`src/rtl/cpu_pkg.sv`:
```
// Shared definitions for the hardwired control sequencer: state encoding,
// opcode constants and IR field positions.
package cpu_pkg;

  typedef enum logic [3:0] {
    ST_RESET,
    ST_T0,
    ST_T1,
    ST_T2,
    ST_T3,
    ST_T4,
    ST_T5,
    ST_T6,
    ST_HALT,
    ST_STOPPED
  } state_e;

  localparam logic [4:0] INC_OP        = 5'd12;
  localparam logic [4:0] MUL_OP        = 5'd15;
  localparam logic [4:0] DIV_OP        = 5'd16;
  localparam logic [4:0] HALT_OP       = 5'd27;
  localparam logic [4:0] MAX_PLAIN_OP  = 5'd11;

  localparam int OP_MSB = 31;
  localparam int OP_LSB = 27;
  localparam int RA_MSB = 26;
  localparam int RA_LSB = 23;
  localparam int RB_MSB = 22;
  localparam int RB_LSB = 19;
  localparam int RC_MSB = 18;
  localparam int RC_LSB = 15;

endpackage

```
`src/rtl/reg_select_encode.sv`:
```
// Converts a 4-bit register field into a one-hot 16-bit enable, gated by en.
module reg_select_encode (
  input  logic [3:0]  field,
  input  logic        en,
  output logic [15:0] onehot
);

  always_comb begin
    onehot = '0;
    if (en) onehot[field] = 1'b1;
  end

endmodule

```
`src/rtl/control_sequencer.sv`:
```
// Hardwired fetch/execute control unit driving the datapath strobes from the
// registered step state and the IR opcode/register fields.
module control_sequencer
  import cpu_pkg::*;
#(
  parameter logic [4:0] INC_OP  = cpu_pkg::INC_OP,
  parameter logic [4:0] MUL_OP  = cpu_pkg::MUL_OP,
  parameter logic [4:0] DIV_OP  = cpu_pkg::DIV_OP,
  parameter logic [4:0] HALT_OP = cpu_pkg::HALT_OP
) (
  input  logic        clk,
  input  logic        clr,
  input  logic [31:0] IR,
  input  logic        Stop,
  output logic        Run,
  output logic        PCout,
  output logic        Zlowout,
  output logic        Zhighout,
  output logic        MDRout,
  output logic        MARin,
  output logic        Zin,
  output logic        PCin,
  output logic        MDRin,
  output logic        IRin,
  output logic        Yin,
  output logic        HIin,
  output logic        LOin,
  output logic        Read,
  output logic [4:0]  OpCode,
  output logic [15:0] Rin,
  output logic [15:0] Rout
);

  state_e state, next;

  logic [4:0] op;
  logic [3:0] ra, rb, rc, rout_sel;
  logic       rin_en, rout_en, is_muldiv, is_plain;

  assign op        = IR[OP_MSB:OP_LSB];
  assign ra        = IR[RA_MSB:RA_LSB];
  assign rb        = IR[RB_MSB:RB_LSB];
  assign rc        = IR[RC_MSB:RC_LSB];
  assign is_muldiv = (op == MUL_OP) || (op == DIV_OP);
  assign is_plain  = (op <= MAX_PLAIN_OP) || is_muldiv;

  always_ff @(posedge clk) begin
    if (clr) state <= ST_RESET;
    else     state <= next;
  end

  always_comb begin
    next     = state;
    Run      = 1'b0;
    PCout    = 1'b0;
    Zlowout  = 1'b0;
    Zhighout = 1'b0;
    MDRout   = 1'b0;
    MARin    = 1'b0;
    Zin      = 1'b0;
    PCin     = 1'b0;
    MDRin    = 1'b0;
    IRin     = 1'b0;
    Yin      = 1'b0;
    HIin     = 1'b0;
    LOin     = 1'b0;
    Read     = 1'b0;
    OpCode   = '0;
    rin_en   = 1'b0;
    rout_en  = 1'b0;
    rout_sel = rb;
    unique case (state)
      ST_RESET: next = ST_T0;
      ST_T0: begin
        Run = 1'b1; PCout = 1'b1; MARin = 1'b1; Zin = 1'b1; OpCode = INC_OP;
        next = ST_T1;
      end
      ST_T1: begin
        Run = 1'b1; Zlowout = 1'b1; PCin = 1'b1; Read = 1'b1; MDRin = 1'b1;
        next = ST_T2;
      end
      ST_T2: begin
        Run = 1'b1; MDRout = 1'b1; IRin = 1'b1;
        next = ST_T3;
      end
      ST_T3: begin
        Run = 1'b1; rout_en = 1'b1; rout_sel = rb; Yin = 1'b1;
        // Halt is checked first so a HALT_OP override inside 0..11 still halts.
        if (op == HALT_OP)  next = ST_HALT;
        else if (is_plain)  next = ST_T4;
        else                next = ST_T0;
      end
      ST_T4: begin
        Run = 1'b1; rout_en = 1'b1; rout_sel = rc; Zin = 1'b1; OpCode = op;
        next = ST_T5;
      end
      ST_T5: begin
        Run = 1'b1; Zlowout = 1'b1;
        if (is_muldiv) begin
          LOin = 1'b1;
          next = ST_T6;
        end else begin
          rin_en = 1'b1;
          next   = Stop ? ST_STOPPED : ST_T0;
        end
      end
      ST_T6: begin
        Run = 1'b1; Zhighout = 1'b1; HIin = 1'b1;
        next = Stop ? ST_STOPPED : ST_T0;
      end
      ST_HALT:    next = ST_HALT;
      ST_STOPPED: next = Stop ? ST_STOPPED : ST_T0;
      default:    next = ST_RESET;
    endcase
  end

  reg_select_encode u_rin_enc (
    .field  (ra),
    .en     (rin_en),
    .onehot (Rin)
  );

  reg_select_encode u_rout_enc (
    .field  (rout_sel),
    .en     (rout_en),
    .onehot (Rout)
  );

  a_single_bus_driver: assert property (@(posedge clk)
    $onehot0({PCout, Zlowout, Zhighout, MDRout, |Rout}) && $onehot0(Rout) && $onehot0(Rin));

endmodule

```
`config.mk`:
```
export PLATFORM = sky130hd
export DESIGN_NAME = control_sequencer
export DESIGN_NICKNAME = d
export VERILOG_FILES = /design/src/rtl/cpu_pkg.sv /design/src/rtl/reg_select_encode.sv /design/src/rtl/control_sequencer.sv
export SDC_FILE = /design/constraint.sdc
export NUM_CORES = 1
export LEC_CHECK = 0
export ABC_AREA = 1
export BUFFER_PORTS_ARGS = -buffer_cell sky130_fd_sc_hd__clkbuf_2
export CAP_MARGIN = 20
export CORE_ASPECT_RATIO = 0.75
export CORE_MARGIN = 5
export CORE_UTILIZATION = 35
export CTS_BUF_LIST = sky130_fd_sc_hd__clkbuf_4
export DETAILED_ROUTE_END_ITERATION = 12
export GPL_ROUTABILITY_DRIVEN = 0
export GPL_TIMING_DRIVEN = 0
export PLACE_DENSITY = 0.8
export SLEW_MARGIN = 30
export SYNTH_ARGS = -nofsm -noshare
export SYNTH_HDL_FRONTEND = slang
export SYNTH_SLANG_ARGS = --single-unit
```
`constraint.sdc`:
```
create_clock -name clk -period 4 [get_ports clk]
set_input_delay 1 -clock clk [delete_from_list [all_inputs] [get_ports clk]]
set_output_delay 1 -clock clk [all_outputs]
set_load 0.01 [all_outputs]
```
Word level (Yosys, flattened, before mapping)
Index checks and enable logic that the tools add are counted.

Memories: 0. Bits in registers: 4. Bits in read-only memories: 0. Output and inout bits: 51. Input port bits: 35. Bits in latches: 0. Bits in writable memories: 0.

Div/mod/pow operators: 0. Multiplexer cells: 26. Multiply operators: 0. Add/sub/neg operators: 0. Bitwise logic cells: 0. Eq/ne operators: 12. Shift operators: 0. Reduce and logical (&&, ||, !) cells: 10. Magnitude comparators: 5.

Operator list (number): one-hot mux 4 bit (9 select lines) (1); 2-to-1 mux 16 bit (2); equality test 4 x 3 -> 1 bit (second input constant) (4); 2-to-1 mux 4 bit (4); 2-to-1 mux 1 bit (15); equality test 5 bit (second input constant) (2); less-than comparator 4 x 5 -> 1 bit (second input constant) (2); one-hot mux 5 bit (2 select lines) (1); demux 1 bit (select 4 bit) (2); equality test 4 x 2 -> 1 bit (second input constant) (2); equality test 4 bit (second input constant) (2); >= comparator 4 x 1 -> 1 bit (second input constant) (2); OR reduction 2 bit (4); OR reduction 7 bit (1); equality test 5 x 4 -> 1 bit (second input constant) (1); <= comparator 5 x 4 -> 1 bit (second input constant) (1); equality test 4 x 1 -> 1 bit (second input constant) (1); logical NOT 4 bit (1); 2-to-1 mux 3 bit (1); logical AND 1 bit (2); logical OR 1 bit (2).

Logic depth before layout (Yosys ltp)
Gate-level depths: netlist of run 1.

Word-level depth: 7. Gate-level depth with buffers: 9.

Hierarchy
A second synthesis of run 1 with hierarchy kept.

Cell total of the unflattened synthesis: 158. Area total of the unflattened synthesis: 789.5 µm².

Modules (own cells, without submodules): control_sequencer (cells each 93, times used 1, seq. area each 80.1 µm², area an instance 523.0 µm²); reg_select_encode (u_rin_enc) (cells each 33, times used 1, seq. area each 0.0 µm², area an instance 140.1 µm²); reg_select_encode (u_rout_enc) (cells each 32, times used 1, seq. area each 0.0 µm², area an instance 126.4 µm²).

Worst setup path before layout of run 1
OpenSTA, ideal clock, no wires.

Path type: input-to-output. From: input IR[28]. To: output Rin[13]. Path slack: 1.301 ns. Cell stages on the path: 6. Arrival time: 1.699 ns. Path buffers: 0. Data required time: 3.000 ns. Path through: nand2_1 -> inv_1 -> nand2_1 -> nand3_2 -> or2_1 -> nor2_1.

Word-level cells in the longest chain between the ends: 5. Elaborated cells between the ends (all ways): 6. Those cells by class: 2 x eq/ne; 3 x mux; 1 x reduce/logical.

RTL lines: start, declared (RTL line control_sequencer.sv:13) `input logic [31:0] IR,`; equality test 5 x 4 -> 1 bit or equality test 5 bit (tied branches) (RTL line control_sequencer.sv:44) `assign is_muldiv = (op == MUL_OP) || (op == DIV_OP);`; logical OR 1 bit * (RTL line control_sequencer.sv:44); 2-to-1 mux 1 bit * (RTL line control_sequencer.sv:99) `if (is_muldiv) begin`; 2-to-1 mux 1 bit * (RTL line control_sequencer.sv:72) `unique case (state)`; 2-to-1 mux 16 bit * (RTL line reg_select_encode.sv:10) `if (en) onehot[field] = 1'b1;`; end, declared (RTL line control_sequencer.sv:30) `output logic [15:0] Rin,`.

Every way passes the cells marked *; elsewhere a longest branch is shown, timed or not.

Final worst setup path of run 1
From: input IR[28]. To: output Rin[0].

The elaborated chain is that of the path after synthesis.

==> results of run 1 <==
## through the flow
| stage | area [um^2] | hold WS, ps | power, uW | utilization |
|---|---|---|---|---|
| 2_1_floorplan | 761 | 538 | 162 | - |
| 3_3_place_gp | 1140 | 598 | 219 | 0.562 |
| 3_5_place_dp | 1140 | 594 | 221 | 0.562 |
| 4_1_cts | 1160 | 603 | 276 | 0.573 |
| 5_1_grt | 1160 | 639 | 300 | 0.573 |
| 6_report | 1160 | 610 | 273 | 0.573 |
## logic make-up after synthesis
| kind of cell | after synthesis |
|---|---|
| buffers and inverters | 31 |
| flip-flops | 4 |
| AND/OR/NAND/NOR | 107 |
| AO/OA/AOI/OAI | 9 |
## layout make-up
class | count | area, um^2
Fill cell | 207 | 868
Multi-Input combinational cell | 116 | 543
Timing Repair Buffer | 70 | 350
Inverter | 26 | 100
Sequential cell | 4 | 80.1
Buffer | 5 | 37.5
Tap cell | 24 | 30.0
Clock buffer | 3 | 22.5
## cell usage in the layout, fill, tap and decap left out
cell type,Yosys,routed
dfxtp_1,4,4
buf_4,5,5
nor3_1,1,1
nand2_1,29,29
nand3_1,5,5
or2_1,1,1
nand4_1,2,2
nor2_8,1,1
nand3b_1,1,1
a21oi_1,3,3
o22ai_1,1,1
inv_1,22,22
nand3_2,3,3
nand2_4,2,2
inv_2,3,3
nor2_2,1,1
inv_4,1,1
clkbuf_2,0,70
a31oi_1,3,3
clkbuf_4,0,3
o21ai_2,2,2
nand2_2,5,5
nor2_1,56,56
## power by group through the flow
stage | combinational [uW] | clock [uW] | sequential, uW
after floorplan | 108 | 0 | 54.0
after global placement | 163 | 0 | 55.9
after detailed placement | 165 | 0 | 55.9
after CTS | 165 | 55.6 | 55.1
after global routing | 183 | 61.5 | 56.4
final | 164 | 52.7 | 55.5
## worst max path at each step
stage	end	slack, ps	depth (start not counted)
global placement	Rin[0]	1040	9
floorplan	Rin[13]	1300	6
CTS	Rin[0]	1020	9
finish	Rin[0]	1030	9
detailed placement	Rin[0]	1020	9
global route	Rin[2]	870	9
## critical path: stages
cell and delay, ps:
clkbuf_2 100, nand2_1 80, inv_1 50, nand2_1 90, nand3_2 120, nor2_1 150
nand2_1 120, nor2_1 120, clkbuf_2 150
## routing by layer
layer | vias up | GRT usage
met5 | - | 0
met4 | 0 | 0.0657
met3 | 2 | 0.0558
met2 | 63 | 0.222
met1 | 479 | 0.202
li1 | 600 | -
==> flow_summary_export.csv, run 1 <==
group,metric,value,unit
synth,synth_seq_cells,4,
cts,clockBufferDepth,2,
global_routing,antenna_found_initial,0,
synth,synthArstFlopShare,0,
placement,preCtsSetupSlack,1020,ps
detailed_routing,wl_met3,326,um
synth,synth_simple_gate_area_frac,0.638,
cts,path_clk_slew,40,ps
worst_setup_path,r2r-end,"state[3]",
sta,rsz0062_at_grt,"no",
synth,synth_seq_area_share,0.105,
detailed_routing,via_per_inst,4.61,
synth,synthXorXnorAreaFrac,0,
worst_setup_path,crit_start,"IR[28]",
synth,ys_warn_count,0,
cells_and_area,largest_reg_flops,4,
sta,fin_crit,2970,ps
job,cap_violations,0,
die,dieArea,0.00322,mm^2
min_path,whs_path_depth,2,
global_routing,grt_pass1_vias,979,
cts,cts_tree,"yes",
detailed_routing,avgRoutedWirePerCell,9.97,um
synth,synth_compound_area_frac,0.0757,
cts,cts_resized,0,
sta,hold_viol_final,0,
min_path,holdCritStartpoint,"state[1]",
synth,synth_most_common_cell,"nor2_1",
synth,synth_top_family_by_area,"simple AND/OR/NAND/NOR gates",
die,start_util,0.374,
pwr,internal-power,145,uW
die,core_area,0.00203,mm^2
global_routing,grt_usage,0.153,
cts,postCtsSetupRepairBufs,0,
sta,drv_slew,0,
placement,dp.cells,245,
run_status,outcome,"complete, no violations",
synth,synth_edf_count,0,
sta,setup_tns,0,ps
sta,tightestPinTransition,363,ps
global_routing,grt_first_pass_wirelength,4.09,mm
synth,syn_area,761,um^2
detailed_routing,ant_nets,0,
worst_setup_path,cp_data_arrival_time,1970,ps
die,rows,14,
detailed_routing,first_pass_iters,4,
cts,cts_made_buffers,3,
worst_setup_path,r2r_slack,2750,ps
pwr,comb_power_share,0.603,
synth,synth_top_area_share,0.276,
global_routing,grt_max_degree,9,
cells_and_area,largest_register,"state",
detailed_routing,drt_iter0_markers,47,
sta,setup_viol,0,
die,die_y,50.4,um
pwr,net-switching-power,127,uW
worst_setup_path,r2r_start,"state[1]",
min_path,hold_path_end,"state[1]",
die,die_w,63.8,um
sta,worst_slack,1030,ps
detailed_routing,vias,1144,
synth,syn_nets,186,
die,io_pins,86,
worst_setup_path,cp-start-kind,"input pin",
worst_setup_path,worstSetupEndpointType,"output pin",
cells_and_area,final_net_count,261,
placement,hpwl,2.19,mm
synth,ys_top_cells_by_count,"56 x nor2_1, 29 x nand2_1, 22 x inv_1",
synth,yosys-mux-area-fraction,0,
detailed_routing,drc_errors,0,
detailed_routing,highest_layer,"met4",
pwr,clkPwrFrac,0.193,
synth,synthFlopType,"dfxtp_1",
cts,cts_sinks,4,
synth,synth_area_leaders,"nor2_1 28%, nand2_1 14%, inv_1 11%, dfxtp_1 11%, buf_4 4.9%",
pwr,ir_drop,333,uV
synth,syn_inst,151,
cells_and_area,finalNonFillerCells,248,
detailed_routing,drt-met1-wl,1.08,mm
global_routing,overflow,0,
pwr,powerDensity,234,mW/mm^2
pwr,swShare,0.467,
cells_and_area,area_growth,53.0,%
min_path,hp-class,"reg -> reg",
pwr,pwr-share-seq,0.203,
synth,synth_fa_ha_area_frac,0,
worst_setup_path,ff2ff_path_depth,7,
pwr,leakage,0.000748,uW
detailed_routing,finalWirelength,2.47,mm
sta,skew,9.23,ps
sta,period_share,0.741,
synth,ys_types,21,
cells_and_area,drive_gt1_frac,0.429,
cts,cts-root-buf,"clkbuf_4",
detailed_routing,wl_met2,1.05,mm
synth,synth_top_cell_by_area,"nor2_1",
worst_setup_path,path_class,"in -> out",
sta,max_slew_margin,0.757,
sta,fmax,337,MHz
cts,htree_levels,1,
cts,clkLatencyLatePin,250,ps
synth,avgSynthCellArea,5.04,um^2
cells_and_area,diodes,0,
worst_setup_path,crit_required,3000,ps
placement,portBuffers,70,
cells_and_area,top_regs,"state (4)",
cts,cts_hold_buf,0,
worst_setup_path,worstPathMaxFanout,4,
Note: power is estimated with default switching activity, not from simulation.
==> run 2, diff against run 1 <==
--- a/config.mk
+++ b/config.mk
@@ -5,7 +5,7 @@
 export SDC_FILE = /design/constraint.sdc
 export NUM_CORES = 1
 export LEC_CHECK = 0
-export ABC_AREA = 1
+export ABC_AREA = 0
 export BUFFER_PORTS_ARGS = -buffer_cell sky130_fd_sc_hd__clkbuf_2
 export CAP_MARGIN = 20
 export CORE_ASPECT_RATIO = 0.75
@@ -15,7 +15,7 @@
 export DETAILED_ROUTE_END_ITERATION = 12
 export GPL_ROUTABILITY_DRIVEN = 0
 export GPL_TIMING_DRIVEN = 0
-export PLACE_DENSITY = 0.8
+export PLACE_DENSITY = 0.75
 export SLEW_MARGIN = 30
 export SYNTH_ARGS = -nofsm -noshare
 export SYNTH_HDL_FRONTEND = slang
==> constraint.sdc (replaced) <==
create_clock -name clk -period 3.1 [get_ports clk]
set_input_delay 0.775 -clock clk [delete_from_list [all_inputs] [get_ports clk]]
set_output_delay 0.775 -clock clk [all_outputs]
set_load 0.01 [all_outputs]
==> run 2 against run 1 <==
Synthesized cell count down 16%. Largest power group unchanged. Non-clock buffer count up 6. Hold slack improved by 84 ps. Critical path depth shrank 3. Die area rose by 13%. Design area grew 11%. Clock skew is 8.9 ps lower. Highest routed layer unchanged. Register-to-register slack got worse by 1000 ps. Clock power is 15% higher.
==> flow_summary_export.csv, run 2 <==
group,metric,value,unit
synth,synth_area_leaders,"nor2_1 15%, dfxtp_1 9.1%, a31oi_4 7.3%, buf_4 5.1%, nor3_1 4.6%",
synth,synthArstFlopShare,0,
detailed_routing,ant_nets,0,
cts,path_clk_slew,30,ps
cells_and_area,largest_register,"state",
sta,fmax,365,MHz
min_path,hold_path_end,"state[3]",
synth,synth_most_common_cell,"nor2_1",
detailed_routing,first_pass_iters,4,
worst_setup_path,worstSetupEndpointType,"output pin",
cells_and_area,largest_reg_flops,4,
die,rows,15,
cts,cts_made_buffers,3,
cells_and_area,layout_commonest_cell,"clkbuf_2",
die,dieArea,0.00362,mm^2
synth,ys_top_cells_by_count,"34 x nor2_1, 8 x nor3_1, 7 x inv_1, 6 x buf_4",
pwr,powerDensity,177,mW/mm^2
detailed_routing,drt_iter0_markers,56,
worst_setup_path,ff2ff_path_depth,4,
sta,hold_viol_final,0,
cts,clkLatencyLatePin,230,ps
worst_setup_path,crit_buf_inv,2,
sta,period_share,0.884,
cells_and_area,area_growth,47.3,%
worst_setup_path,cpMostUsedCell,"clkbuf_2",
sta,tightestPinTransition,435,ps
detailed_routing,avgRoutedWirePerCell,11.9,um
sta,setup_viol,0,
global_routing,grt_max_degree,11,
synth,syn_inst,127,
min_path,holdCritStartpoint,"state[0]",
run_status,outcome,"complete, no violations",
sta,drv_slew,0,
cells_and_area,diodes,0,
sta,skew,0.331,ps
detailed_routing,drc_errors,0,
worst_setup_path,r2r_start,"state[1]",
synth,synth_edf_count,0,
die,die_w,67.8,um
cts,htree_levels,1,
detailed_routing,finalWirelength,2.79,mm
synth,syn_nets,162,
cts,cts_resized,0,
worst_setup_path,worst_path_max_delay_cell,"a2bb2oi_2",
job,cap_violations,0,
cells_and_area,finalNonFillerCells,234,
cts,clockBufferDepth,2,
worst_setup_path,worstPathMaxFanout,6,
worst_setup_path,r2r-end,"state[2]",
cts,cts_sinks,4,
placement,hpwl,2.36,mm
global_routing,antenna_found_initial,0,
detailed_routing,via_per_inst,4.81,
detailed_routing,vias,1125,
cts,cts_tree,"yes",
synth,synth_top_area_share,0.145,
worst_setup_path,worst_path_largest_cell_delay,270,ps
cells_and_area,final_net_count,237,
synth,synth_seq_area_share,0.0912,
min_path,whs_path_depth,3,
global_routing,grt_first_pass_wirelength,4.46,mm
worst_setup_path,cp-start-kind,"input pin",
placement,portBuffers,70,
worst_setup_path,cp_cell_sequence,"clkbuf_2, and3_1, a2bb2oi_2, nand4bb_1, nor3_1, clkbuf_2",
global_routing,grt_usage,0.160,
synth,synthFlopType,"dfxtp_1",
worst_setup_path,cp_top_family,"simple AND/OR/NAND/NOR gates",
cts,cts-root-buf,"clkbuf_4",
worst_setup_path,r2r_slack,1710,ps
placement,dp.cells,231,
cts,postCtsSetupRepairBufs,0,
die,start_util,0.374,
worst_setup_path,cp_data_arrival_time,1970,ps
cells_and_area,drive_gt1_frac,0.495,
synth,synth_top_cell_by_area,"nor2_1",
sta,max_slew_margin,0.710,
sta,setup_tns,0,ps
synth,synth_seq_cells,4,
pwr,ir_drop,78.4,uV
sta,fin_crit,2740,ps
synth,ys_types,39,
worst_setup_path,path_class,"in -> out",
sta,rsz0062_at_grt,"no",
cts,cts_hold_buf,0,
die,die_y,53.4,um
cells_and_area,final_cell_mix,"70 x clkbuf_2, 34 x nor2_1, 8 x nor3_1",
global_routing,grt_pass1_vias,1028,
worst_setup_path,crit_required,2320,ps
min_path,hp-class,"reg -> reg",
global_routing,overflow,0,
die,core_area,0.00235,mm^2
die,io_pins,86,
pwr,leakage,0.000674,uW
cells_and_area,top_regs,"state (4)",
synth,avgSynthCellArea,6.92,um^2
synth,syn_area,878,um^2
synth,ys_warn_count,0,
==> run 2: stage by stage <==
step | total power [uW] | setup slack (ps) | hold slack, ps | utilization | cell area [um^2]
2_1_floorplan | 124 | 665 | 592 | - | 878
3_3_place_gp | 167 | 367 | 670 | 0.542 | 1270
3_5_place_dp | 168 | 375 | 677 | 0.542 | 1270
4_1_cts | 231 | 373 | 685 | 0.551 | 1290
5_1_grt | 243 | 196 | 722 | 0.551 | 1290
6_report | 229 | 359 | 694 | 0.551 | 1290
==> run 2: kinds of logic after synthesis <==
kind of cell | after synthesis | share of synthesized area
AND/OR/NAND/NOR | 86 | 0.571
multiplexers | 3 | 0.0399
AO/OA/AOI/OAI | 16 | 0.175
buffers and inverters | 18 | 0.123
flip-flops | 4 | 0.0912
==> run 2: power by group <==
group	switching (uW)	leakage, uW	internal, uW
clock network	17.6	0.0000138	43.1
registers	2.98	0.0000328	54.6
logic	62.6	0.000627	48.0
==> run 2: cell type report <==
class	instances	area (um^2)
plain buffers	11	81.3
clock buffers	3	22.5
fillers	244	1050
inverters	7	26.3
multi-input cells	105	691
flip-flops and latches	4	80.1
well taps	34	42.5
repair buffers	70	350
==> run 2: how the worst max path moves through the flow <==
stage,startpoint,end,depth (start not counted),slack [ps]
finish,IR[30],Rin[0],6,360
CTS,IR[30],Rin[0],6,370
global route,IR[30],Rin[0],6,200
detailed placement,IR[30],Rin[0],6,380
floorplan,IR[30],Rin[0],4,670
global placement,IR[30],Rin[0],6,370
==> run 2: per-layer routing <==
metal / global-route usage / wire (um) / vias up / share of wire
li1: - / - / 582 / -
met1: 0.230 / 1330 / 505 / 0.48
met2: 0.244 / 1270 / 36 / 0.45
met3: 0.0106 / 159 / 2 / 0.057
met4: 0.0660 / 32 / 0 / 0.011
met5: 0 / 0 / - / 0
==> run 2: worst register-to-register path: stages (launching register included) <==
cell      delay, ps
dfxtp_1         360
clkbuf_1        250
nor3_1          380
nand3_1         120
a31oi_1         200
